### config.mk
export PLATFORM = sky130hd
export DESIGN_NAME = piece_write_buffer
export DESIGN_NICKNAME = d
export VERILOG_FILES = /design/src/rtl/piece_write_buffer.sv
export SDC_FILE = /design/constraint.sdc
export NUM_CORES = 1
export LEC_CHECK = 0
export ABC_AREA = 0
export ABC_CLOCK_PERIOD_IN_PS = 9500
export CAP_MARGIN = 20
export CORE_AREA = 2 2 196 198
export CTS_CLUSTER_SIZE = 25
export DETAILED_ROUTE_END_ITERATION = 12
export DIE_AREA = 0 0 198 200
export HOLD_SLACK_MARGIN = 0.08
export PLACE_DENSITY = 0.76
export SYNTH_ARGS = -nofsm -noshare
export SYNTH_HDL_FRONTEND = slang
export SYNTH_SLANG_ARGS = --single-unit
### constraint.sdc
create_clock -name Clk -period 9.5 [get_ports Clk]
set_input_delay 1.425 -clock Clk [delete_from_list [all_inputs] [get_ports Clk]]
set_output_delay 1.425 -clock Clk [all_outputs]
set_load 0.01 [all_outputs]
### src/rtl/piece_write_buffer.sv
// rtl/piece_write_buffer.sv - falling-piece overlay with spawn, rotate, gravity shift and hold/swap slot
module piece_write_buffer #(
  parameter int         COLS       = 10,
  parameter int         ROWS       = 22,
  parameter int         SPAWN_ROWS = 2,
  parameter logic [7:0] KEY_ROTATE = 8'h1A,
  parameter logic [7:0] KEY_SWAP   = 8'h06
) (
  input  logic                       Clk,
  input  logic                       Reset_h,
  input  logic                       spawn,
  input  logic                       lock,
  input  logic                       shift_down,
  input  logic [7:0]                 keycode,
  input  logic                       can_rotate,
  input  logic                       can_swap,
  input  logic [SPAWN_ROWS*COLS-1:0] new_block,
  input  logic [ROWS*COLS-1:0]       next_rotation,
  output logic [ROWS*COLS-1:0]       next_write,
  output logic [SPAWN_ROWS*COLS-1:0] hold_block,
  output logic                       hold_valid,
  output logic                       swap_used,
  output logic                       next_req,
  output logic                       piece_active
);

  localparam int W  = ROWS * COLS;
  localparam int SW = SPAWN_ROWS * COLS;

  localparam logic [0:0] ST_EMPTY  = 1'b0;
  localparam logic [0:0] ST_ACTIVE = 1'b1;

  logic [0:0]    state;
  logic [SW-1:0] cur_spawn;
  logic [7:0]    key_prev;
  logic          rot_evt;
  logic          swap_evt;

  // A held key only acts on the cycle it first appears.
  assign rot_evt  = (keycode == KEY_ROTATE) && (key_prev != KEY_ROTATE);
  assign swap_evt = (keycode == KEY_SWAP) && (key_prev != KEY_SWAP);

  assign piece_active = (state == ST_ACTIVE);

  // Places a spawn-orientation piece (element 0 = top row) at the top of an otherwise empty overlay.
  function automatic logic [W-1:0] load_top(input logic [SW-1:0] blk);
    logic [W-1:0] ov;
    ov = '0;
    for (int i = 0; i < SPAWN_ROWS; i++) begin
      ov[(ROWS-1-i)*COLS +: COLS] = blk[i*COLS +: COLS];
    end
    return ov;
  endfunction

  // Keycode history, sampled every cycle regardless of state.
  always_ff @(posedge Clk or posedge Reset_h) begin
    if (Reset_h) begin
      key_prev <= 8'h00;
    end else begin
      key_prev <= keycode;
    end
  end

  // Single prioritised action per cycle: spawn > lock > swap > rotate > shift.
  always_ff @(posedge Clk or posedge Reset_h) begin
    if (Reset_h) begin
      state      <= ST_EMPTY;
      next_write <= '0;
      cur_spawn  <= '0;
      hold_block <= '0;
      hold_valid <= 1'b0;
      swap_used  <= 1'b0;
      next_req   <= 1'b0;
    end else begin
      next_req <= 1'b0;
      if (spawn) begin
        next_write <= load_top(new_block);
        cur_spawn  <= new_block;
        next_req   <= 1'b1;
        swap_used  <= 1'b0;
        state      <= ST_ACTIVE;
      end else if (state == ST_ACTIVE) begin
        if (lock) begin
          next_write <= '0;
          swap_used  <= 1'b0;
          state      <= ST_EMPTY;
        end else if (swap_evt) begin
          if (can_swap && !swap_used) begin
            swap_used  <= 1'b1;
            hold_block <= cur_spawn;
            hold_valid <= 1'b1;
            if (hold_valid) begin
              next_write <= load_top(hold_block);
              cur_spawn  <= hold_block;
            end else begin
              next_write <= load_top(new_block);
              cur_spawn  <= new_block;
              next_req   <= 1'b1;
            end
          end
        end else if (rot_evt) begin
          if (can_rotate) begin
            next_write <= next_rotation;
          end
        end else if (shift_down) begin
          next_write <= next_write >> COLS;
        end
      end
    end
  end

endmodule
==> flow_summary.json <==
{
  "drtPass1Iterations": 9,
  "clk_pin_slew_ns": 0.07,
  "wirelength_mm": 47.52,
  "grt_pass1_vias": 11310,
  "hold_start": "next_write[6]",
  "core_mm2": 0.03740,
  "clkSinkCount": 272,
  "cp-end-kind": "register",
  "p_leak_nw": 7.989,
  "gp_congestion": 0.8950,
  "finClkSkew_ns": 0.008993,
  "final_cell_mix": "clkdlybuf4s50_1, dfrtp_1, nand2_1",
  "final_common_cell": "clkdlybuf4s50_1",
  "reg2reg_from": "key_prev[3]",
  "max_slew_margin": 0.2737,
  "postCtsSetupBuffers": 0,
  "hold-worst-slack_ns": 0.4862,
  "grt_usage": 0.2310,
  "tns_ns": 0,
  "num_vias": 11370,
  "yosysWarnings": 0,
  "insertedDiodeCount": 0,
  "ys_types": 42,
  "ys_seq_elements": 272,
  "max-cap-violations": 0,
  "fin_area_mm2": 0.01941,
  "die_y_um": 200,
  "cp-start-kind": "input pin",
  "async_reset_ff_frac": 1.000,
  "clock_latency_ns": 0.56,
  "syn_nets": 1449,
  "dp.cells": 2108,
  "ctsRootBufferMaster": "clkbuf_16",
  "worst_slack_ns": 4.185,
  "finalSetupViolCount": 0,
  "crit_start": "spawn",
  "place_ws_ns": 3.612,
  "top_layer": "met5",
  "avgSynthCellArea_um2": 11.00,
  "boundaryPins": 499,
  "die_w_um": 198,
  "start_util": 0.3511,
  "cp_max_fo": 104,
  "htreeDepth": 1,
  "ir_drop_v": 0.0001196,
  "drc": 0,
  "synthFlopType": "dfrtp_1",
  "wl_met1_mm": 18.47,
  "critical_path_arrival_ns": 5.78,
  "period_share": 0.5595,
  "grt_overflow": 0,
  "grt_pass1_wl_mm": 69.61,
  "drive_gt1_frac": 0.05697,
  "cts_resized": 0,
  "dp_hpwl_mm": 34.52,
  "finish.utilization": 0.5189,
  "min_period_ns": 5.315,
  "route.antenna.remaining_nets": 0,
  "viasPerCell": 5.263,
  "cts_buffer_depth": 3,
  "critPathKind": "input pin to register",
  "status": "complete, no violations",
  "final_cells": 2161,
  "drt_first_iter_violations": 781,
  "synth-edff-count": 0,
  "tightest_slew_ns": 1.089,
  "fin_nets": 1885,
  "hold_path.class": "register to register",
  "grt_max_degree": 229,
  "dr_wl_met3_mm": 4.222,
  "wl_met2_mm": 22.78,
  "cts-buffers-inserted": 30,
  "antenna_found_initial": 1,
  "hold_violations": 0,
  "io_buffer_count": 498,
  "synthCells": 1194,
  "required_ns": 9.96,
  "ys_seq_area_frac": 0.5183,
  "syn_area_mm2": 0.01313,
  "post_dp_cell_area_mm2": 0.01834,
  "routedWlPerCell_um": 21.99,
  "rsz0062_at_grt": "false",
  "total_power_mw": 2.756,
  "cts_tree": "yes",
  "p_per_area_mw_per_mm2": 142.0,
  "fmax_ghz": 0.1882,
  "cts_hold_buf": 0,
  "dieArea_mm2": 0.03960,
  "rows": 71,
  "syn2layout_area_growth_pct": 47.77,
  "slew_viol_final": 0
}
-- path summary, 6_finish.rpt --
kind / endpoint / slack (ns) / cells past startpoint
worst max-delay path: next_write[197] / 4.19 / 7
max in group asynchronous: next_write[62] / 6.27 / 4
worst max register to register: next_write[197] / 5.50 / 7
worst min-delay path: next_write[6] / 0.49 / 2
worst min register to register: next_write[6] / 0.49 / 2
min in group asynchronous: next_write[186] / 1.38 / 2
-- cells by family (layout without fill, tap and decap cells) --
family          Yosys count  in the layout  share of synthesized area
flops                   272            272                     0.5183
compound gates          279            279                     0.1624
simple gates            275            275                    0.08489
mux                     237            237                     0.1835
buf+inv                 131            587                    0.05088
-- area by class of cell --
cell class | instances | area (um2)
repair buffers | 513 | 5126
fillers | 3246 | 17990
well taps | 511 | 639.4
clock buffers | 40 | 869.6
inverters | 22 | 90.09
clock inverters | 12 | 173.9
flip-flops and latches | 272 | 6807
multi-input cells | 791 | 5700
-- synthesized netlist by cell type, drive strengths merged (10+ instances only) --
cell    number  area (um2)
dfrtp      272        6807
nand2      223       837.1
mux2i      207        2072
o31ai      200        1531
buf         77       465.5
nor2        33       128.9
clkbuf      32       120.1
mux2        30       337.8
inv         22       82.58
a222oi      20       200.2
a31oi       15       93.84
a22oi       10       75.07
-- sequential cells by signal, summed over array words and instances, names as in the netlist --
| name | count |
|---|---|
| hold_block | 20 |
| hold_valid | 1 |
| swap_used | 1 |
| piece_active | 1 |
| next_req | 1 |
| cur_spawn | 20 |
| key_prev | 8 |
| next_write | 220 |
-- where the power goes --
group          switching (mW)  internal (mW)
clock                   0.491          0.747
sequential             0.0292           1.18
combinational           0.150          0.154
-- metal layers --
metal | up-vias | track usage
met5 | - | 0
met1 | 5542 | 0.2781
met3 | 82 | 0.06200
met4 | 2 | 0.09691
li1 | 5235 | -
met2 | 512 | 0.3925
-- worst max-delay path: stages --
cell             delay, ns
clkdlybuf4s50_1       0.85
nor2_1                0.52
o21a_1                0.81
a31o_4                0.93
buf_4                 0.89
nand2_1               0.15
o31ai_1               0.10
Power figures use the tool's default switching activity.
